==> src/rtl/calc1_pkg.sv <==
// -----------------------------------------------------------------------------
// calc1_pkg
//   Shared types and constants for the calc1 port responder.
//   - command codes (CMD_*), response codes (RESP_*)
//   - field widths for command, data and response
//   - response record carried through the delay pipeline
//   - responder FSM state encoding
// -----------------------------------------------------------------------------
package calc1_pkg;

    localparam int CMD_W  = 4;
    localparam int DATA_W = 32;
    localparam int RESP_W = 2;

    localparam logic [CMD_W-1:0] CMD_NOP = 4'd0;
    localparam logic [CMD_W-1:0] CMD_ADD = 4'd1;
    localparam logic [CMD_W-1:0] CMD_SUB = 4'd2;
    localparam logic [CMD_W-1:0] CMD_LSH = 4'd5;
    localparam logic [CMD_W-1:0] CMD_RSH = 4'd6;

    localparam logic [RESP_W-1:0] RESP_NONE = 2'd0;
    localparam logic [RESP_W-1:0] RESP_OK   = 2'd1;
    localparam logic [RESP_W-1:0] RESP_OVF  = 2'd2;
    localparam logic [RESP_W-1:0] RESP_INV  = 2'd3;

    typedef struct packed {
        logic [RESP_W-1:0] resp;
        logic [DATA_W-1:0] data;
    } rsp_t;

    typedef enum logic {
        ST_IDLE = 1'b0,
        ST_OP2  = 1'b1
    } state_t;

endpackage

==> src/rtl/calc1_alu.sv <==
// -----------------------------------------------------------------------------
// calc1_alu
//   Combinational calc1 arithmetic: {cmd, op1, op2} -> {resp, data}.
//   All arithmetic is unsigned 32-bit. data is forced to 0 unless resp is OK.
// Ports:
//   i_cmd   [3:0]  command code
//   i_op1   [31:0] operand 1
//   i_op2   [31:0] operand 2
//   o_resp  [1:0]  response code
//   o_data  [31:0] result (0 when o_resp != RESP_OK)
// -----------------------------------------------------------------------------
module calc1_alu
    import calc1_pkg::*;
(
    input  logic [CMD_W-1:0]  i_cmd,
    input  logic [DATA_W-1:0] i_op1,
    input  logic [DATA_W-1:0] i_op2,
    output logic [RESP_W-1:0] o_resp,
    output logic [DATA_W-1:0] o_data
);

    logic [DATA_W:0] w_sum;
    logic [4:0]      w_shamt;

    assign w_sum   = {1'b0, i_op1} + {1'b0, i_op2};
    assign w_shamt = i_op2[4:0];

    always_comb begin
        o_resp = RESP_INV;
        o_data = '0;
        case (i_cmd)
            CMD_ADD: begin
                // Carry out of bit 31 is the only overflow condition.
                if (w_sum[DATA_W]) begin
                    o_resp = RESP_OVF;
                end else begin
                    o_resp = RESP_OK;
                    o_data = w_sum[DATA_W-1:0];
                end
            end
            CMD_SUB: begin
                if (i_op2 > i_op1) begin
                    o_resp = RESP_OVF;
                end else begin
                    o_resp = RESP_OK;
                    o_data = i_op1 - i_op2;
                end
            end
            CMD_LSH: begin
                o_resp = RESP_OK;
                o_data = i_op1 << w_shamt;
            end
            CMD_RSH: begin
                o_resp = RESP_OK;
                o_data = i_op1 >> w_shamt;
            end
            default: begin
                o_resp = RESP_INV;
                o_data = '0;
            end
        endcase
    end

endmodule

==> src/rtl/calc1_port_responder.sv <==
// -----------------------------------------------------------------------------
// calc1_port_responder
//   Responder end of one calc1 request port. Accepts a two-cycle
//   command/operand frame, computes the result and returns it RESP_LAT edges
//   after the operand-2 sampling edge, visible for exactly one cycle.
//
// Parameters:
//   RESP_LAT  edges from operand-2 sample to response visibility (1..8)
//
// Ports:
//   c_clk        in   clock, all logic on posedge
//   reset        in   synchronous active-high reset
//   req_cmd_in   in   [0:3]  command (bit 0 = MSB)
//   req_data_in  in   [0:31] operand 1 in command cycle, operand 2 next cycle
//   out_resp     out  [0:1]  0 none / 1 ok / 2 over-underflow / 3 invalid
//   out_data     out  [0:31] result, 0 unless out_resp = 1
//   busy         out  high while waiting for operand 2
//
// Build option:
//   CALC1_RESP_STRICT_EN  a nonzero command during the operand-2 cycle is a
//                         framing error: the current request completes with
//                         resp 3 and the offending command is discarded.
// -----------------------------------------------------------------------------
module calc1_port_responder
    import calc1_pkg::*;
#(
    parameter int RESP_LAT = 3
) (
    input  logic        c_clk,
    input  logic        reset,
    input  logic [0:3]  req_cmd_in,
    input  logic [0:31] req_data_in,
    output logic [0:1]  out_resp,
    output logic [0:31] out_data,
    output logic        busy
);

    localparam int LAST = RESP_LAT - 1;

    // Big-endian port vectors re-expressed as conventional [N-1:0] values.
    logic [CMD_W-1:0]  w_cmd;
    logic [DATA_W-1:0] w_din;

    assign w_cmd = req_cmd_in;
    assign w_din = req_data_in;

    state_t            r_state;
    state_t            w_next;
    logic [CMD_W-1:0]  r_cmd;
    logic [DATA_W-1:0] r_op1;

    logic              w_latch;
    logic              w_push;
    logic              w_frame_err;
    rsp_t              w_alu_rsp;
    rsp_t              w_push_rsp;

    logic [LAST:0]     r_vld_pipe;
    rsp_t [LAST:0]     r_pipe;

    // Operand 2 goes straight from the port into the ALU; the OP2-cycle
    // edge captures the result directly into pipeline stage 0.
    calc1_alu u_alu (
        .i_cmd  (r_cmd),
        .i_op1  (r_op1),
        .i_op2  (w_din),
        .o_resp (w_alu_rsp.resp),
        .o_data (w_alu_rsp.data)
    );

`ifdef CALC1_RESP_STRICT_EN
    assign w_frame_err = (r_state == ST_OP2) && (w_cmd != CMD_NOP);
`else
    assign w_frame_err = 1'b0;
`endif

    always_comb begin
        w_push_rsp = w_alu_rsp;
        if (w_frame_err) begin
            w_push_rsp.resp = RESP_INV;
            w_push_rsp.data = '0;
        end
    end

    always_comb begin
        w_next  = r_state;
        w_latch = 1'b0;
        w_push  = 1'b0;
        case (r_state)
            ST_IDLE: begin
                if (w_cmd != CMD_NOP) begin
                    w_latch = 1'b1;
                    w_next  = ST_OP2;
                end
            end
            ST_OP2: begin
                // Any command seen here is never taken as a new request.
                w_push = 1'b1;
                w_next = ST_IDLE;
            end
            default: begin
                w_next = ST_IDLE;
            end
        endcase
    end

    always_ff @(posedge c_clk) begin
        if (reset) begin
            r_state <= ST_IDLE;
            r_cmd   <= CMD_NOP;
            r_op1   <= '0;
        end else begin
            r_state <= w_next;
            if (w_latch) begin
                r_cmd <= w_cmd;
                r_op1 <= w_din;
            end
        end
    end

    // Delay line: a valid bit per stage travels with the {resp, data} record.
    // Push into stage 0 and shift out of the last stage happen together.
    always_ff @(posedge c_clk) begin
        if (reset) begin
            r_vld_pipe <= '0;
            r_pipe     <= '0;
        end else begin
            r_vld_pipe[0] <= w_push;
            r_pipe[0]     <= w_push ? w_push_rsp : '0;
            for (int i = 1; i <= LAST; i++) begin
                r_vld_pipe[i] <= r_vld_pipe[i-1];
                r_pipe[i]     <= r_pipe[i-1];
            end
        end
    end

    assign out_resp = r_vld_pipe[LAST] ? r_pipe[LAST].resp : RESP_NONE;
    assign out_data = (r_vld_pipe[LAST] && (r_pipe[LAST].resp == RESP_OK))
                      ? r_pipe[LAST].data : '0;
    assign busy     = (r_state == ST_OP2);

endmodule
==> config.mk <==
export PLATFORM = sky130hd
export DESIGN_NAME = calc1_port_responder
export DESIGN_NICKNAME = d
export VERILOG_FILES = /design/src/rtl/calc1_pkg.sv /design/src/rtl/calc1_alu.sv /design/src/rtl/calc1_port_responder.sv
export SDC_FILE = /design/constraint.sdc
export NUM_CORES = 1
export LEC_CHECK = 0
export BUFFER_PORTS_ARGS = -buffer_cell sky130_fd_sc_hd__buf_2
export CAP_MARGIN = 25
export CORE_MARGIN = 2
export CORE_UTILIZATION = 57
export CTS_BUF_LIST = sky130_fd_sc_hd__clkbuf_16
export DETAILED_ROUTE_END_ITERATION = 7
export GPL_TIMING_DRIVEN = 1
export PLACE_DENSITY = 0.79
export REMOVE_ABC_BUFFERS = 1
export SLEW_MARGIN = 20
export SYNTH_ARGS = -nofsm -noshare
export SYNTH_HDL_FRONTEND = slang
export SYNTH_SLANG_ARGS = --single-unit
==> constraint.sdc <==
create_clock -name c_clk -period 3.9 [get_ports c_clk]
set_input_delay 0.39 -clock c_clk [delete_from_list [all_inputs] [get_ports c_clk]]
set_output_delay 0.39 -clock c_clk [all_outputs]
set_load 0.02 [all_outputs]
==> impl_metrics.csv <==
group,metric,value,unit
critical_path,crit_arrival,4.04,ns
layout,layout.nets,1660,
hold_path,min_delay_path_depth,3,
synth,synth_edf_count,0,
sta,timing.final.setup_violations,0,
synth,post_synth_cell_types,81,
global_routing,grt_max_degree,108,
clock_tree,cts.hold.buffers_added,0,
clock_tree,clk-insertion-delay-late,0.44,ns
critical_path,reg2reg_from,"r_op1[0]",
synth,post-synth-top-count-cell,"sky130_fd_sc_hd__nand2_1",
critical_path,cp_top_family,"compound AO/OA/AOI/OAI gates",
placed_design,dpl-instance-area,0.0122,mm^2
power,power_per_cell_area,353,mW/mm^2
sta,finalClockSkew,0.0124,ns
synth,yosysSeqAreaShare,24.7,%
synth,netlist_area,0.0115,mm^2
die,die_area,0.0214,mm^2
sta,slew_worst_pin,0.908,ns
clock_tree,tritoncts,"done",
drt,drt_iter0_drc,1346,
sta,hold_viol_final,0,
layout,antenna-diode-count,0,
power,seq_power_share,34.2,%
power,power_leakage,5.28,nW
sta,final.period_utilization,93.8,%
drt,drtAntennaViolNets,0,
drt,drt-wirelength-per-cell,21.8,um
run_status,status,"finished clean",
clock_tree,clk_root_buffer_cell,"sky130_fd_sc_hd__clkbuf_16",
synth,async_flop_share,0,%
die,io_pins,73,
critical_path,r2r_setup_slack,0.24,ns
sta,slack_of_the_critical_path,0.243,ns
placed_design,gp_congestion,1.01,
layout,final_util,63.9,%
synth,postSynth.topFlopCell,"sky130_fd_sc_hd__dfxtp_1",
hold_path,worstHoldEndpoint,"r_op1[9]",
critical_path,endpoint_kind,"flop",
critical_path,cp_num_cells,15,
critical_path,critPathRequiredTime,4.28,ns
critical_path,setup.worst_path.class,"reg -> reg",
critical_path,cp_num_buf_inv,3,
clock_tree,clock-sinks,142,
flow_run,max_cap_viol_count,0,
drt,via_cell_ratio,6.40,
synth,synth_seq_cells,142,
critical_path,slowest_delay,0.42,ns
global_routing,gr-total-overflow,0,
sta,timing.max_slew.rel_slack,39.2,%
layout,synth_to_layout_area_growth,11.1,%
synth,post-synth-top-area-fraction,24.7,%
sta,total_negative_slack_for_setup_checks,0,ns
synth,commonest_cells_post_synth,"sky130_fd_sc_hd__nand2_1 (166), sky130_fd_sc_hd__a21oi_1 (151), sky130_fd_sc_hd__dfxtp_1 (142)",
clock_tree,cts_post_setup_buffers_inserted,0,
synth,synthDominantAreaCellType,"sky130_fd_sc_hd__dfxtp_1",
drt,route.detailed.drc,0,
placed_design,portBuffers,72,
global_routing,globalRouteTotalUtil,37.0,%
sta,maxSlewViolCount,0,
power,total_switching_power,1.69,mW
layout,layout-drive-gt1-share,14.3,%
global_routing,grt_antenna_before_repair,2,
critical_path,worstReg2RegEnd,"r_pipe[3]",
drt,postRouteWirelength,40100,um
critical_path,cp_cell_sequence,"inv_1 > ha_1 > fa_1 > nand2b_1 > a21o_1 > a31o_1 > a21o_1 > a2111oi_2 > nor2_2 > nor2_2 > buf_12 > buf_4 > a221oi_1 > a31oi_1 > o31a_1",
global_routing,grt_pass1_wl,61700,um
clock_tree,clk_pin_slew,0.08,ns
critical_path,critical_path.max_fanout,14,
clock_tree,clock_tree.htree_level_count,4,
drt,route.vias.total,11759,
sta,maxClockFrequency,273,MHz
die,floorplan.initialDensity,57.5,%
clock_tree,cts-root-to-sink-buffers,2,
critical_path,reg2regPathDepth,15,
power,vdd_ir_drop_max,0.267,mV
critical_path,startpoint_type,"flop",
die,die-width,146,um
layout,design_area,0.0128,mm^2
sta,post-route-min-period,3.66,ns
hold_path,worst_hold_startpoint,"req_data_in[22]",
critical_path,crit_start,"r_op1[0]",
power,p_int,2.83,mW
drt,first_pass_iters,6,
clock_tree,cts-buffers-inserted,17,
hold_path,worstHoldPathType,"in -> reg",
power,share_comb_of_total_power,28.6,%
placed_design,place.detailed.hpwl,29700,um
die,die_y,146,um
critical_path,critical_path.slowest_cell,"sky130_fd_sc_hd__dfxtp_1",
global_routing,grt_pass1_vias,10657,
sta,unrepaired_setup_endpoints_after_global_routing,"false",
synth,post_synth.cell_area_avg,7.58,um^2
synth,yosys_warnings,0,
die,placement_rows,52,
placed_design,post_place_setup_slack,0.318,ns
clock_tree,cts.repair.resized,0,
power,clock_power_share,37.1,%
die,placeableCoreArea,0.0200,mm^2
synth,yosys-top-cells-area,"sky130_fd_sc_hd__dfxtp_1 (25%), sky130_fd_sc_hd__ha_1 (7.2%), sky130_fd_sc_hd__a21oi_1 (6.6%), sky130_fd_sc_hd__nand2_1 (5.4%), sky130_fd_sc_hd__mux2i_1 (4.7%)",
synth,syn-instance-count,1520,
power,swShare,37.4,%
## cells in the final DEF, fill, tap and decap left out, types with 54 or more instances in the layout
cell type and count:
sky130_fd_sc_hd__nor2_1 138, sky130_fd_sc_hd__o21ai_0 74, sky130_fd_sc_hd__nand2_1 166, sky130_fd_sc_hd__inv_1 64, sky130_fd_sc_hd__ha_1 66, sky130_fd_sc_hd__buf_2 70
sky130_fd_sc_hd__nor2b_1 85, sky130_fd_sc_hd__dfxtp_1 142, sky130_fd_sc_hd__a21oi_1 151, sky130_fd_sc_hd__mux2i_1 54
## through the flow
| step | power, mW | std cells | hold slack (ns) |
|---|---|---|---|
| 6_report | 4.52 | 1837 | 0.203 |
| 5_1_grt | 4.69 | 1837 | 0.202 |
| 4_1_cts | 4.49 | 1837 | 0.198 |
| 3_5_place_dp | 2.82 | 1805 | 0.425 |
| 3_3_place_gp | 2.82 | 1805 | 0.414 |
| 2_1_floorplan | 2.35 | 1407 | 0.414 |
## power by group through the flow
stage	clock network (mW)	logic, mW	registers, mW
3_3_place_gp	0	1.24	1.57
3_5_place_dp	0	1.25	1.58
6_report	1.68	1.29	1.55
5_1_grt	1.75	1.39	1.55
4_1_cts	1.69	1.25	1.54
2_1_floorplan	0	0.788	1.57
## flip-flops by register name, summed over array words and instances, names as in the netlist
register    cells
r_pipe        102
r_op1          32
r_cmd           4
r_vld_pipe      3
busy            1
## how the worst max path moves through the flow
stage	slack (ns)	to
2_1_floorplan	-0.20	r_pipe[31]
3_3_place_gp	0.38	r_pipe[3]
3_5_place_dp	0.32	r_pipe[3]
4_1_cts	0.32	r_pipe[3]
5_1_grt	0.12	r_pipe[3]
6_report	0.24	r_pipe[3]
## cell type report
class | count | area [um^2]
clock inverters | 15 | 191
multi-input cells | 1197 | 7910
fillers | 1812 | 7240
well taps | 270 | 338
repair buffers | 128 | 840
flip-flops and latches | 142 | 2840
inverters | 68 | 255
clock buffers | 17 | 425
## logic make-up (layout without fill, tap and decap cells)
group,Yosys count,count (layout),share of synthesized area [%]
adders and majority gates,68,68,7.51
buffers and inverters,181,228,6.84
AOI/OAI and AO/OA,471,471,26.4
DFF,142,142,24.7
and+or+nand+nor,555,555,23.5
muxes,86,86,9.77
xor gates and xnor gates,17,17,1.29
## per-layer routing
layer / global-route usage, % / vias up / share of wire, %
met2: 55.4 / 678 / 43
met1: 53.1 / 5494 / 44
li1: - / 5483 / -
met3: 7.75 / 100 / 10
met4: 12.3 / 4 / 3.0
met5: 0 / - / 0.065
## worst register-to-register path, cell delays in order (launching register included)
cell and delay [ns]:
sky130_fd_sc_hd__dfxtp_1 0.42, sky130_fd_sc_hd__inv_1 0.09, sky130_fd_sc_hd__ha_1 0.20, sky130_fd_sc_hd__fa_1 0.42, sky130_fd_sc_hd__nand2b_1 0.20, sky130_fd_sc_hd__a21o_1 0.20
sky130_fd_sc_hd__a31o_1 0.27, sky130_fd_sc_hd__a21o_1 0.22, sky130_fd_sc_hd__a2111oi_2 0.34, sky130_fd_sc_hd__nor2_2 0.17, sky130_fd_sc_hd__nor2_2 0.20, sky130_fd_sc_hd__buf_12 0.18
sky130_fd_sc_hd__buf_4 0.14, sky130_fd_sc_hd__a221oi_1 0.08, sky130_fd_sc_hd__a31oi_1 0.30, sky130_fd_sc_hd__o31a_1 0.17
No activity file was read; power rests on OpenSTA's default activity.
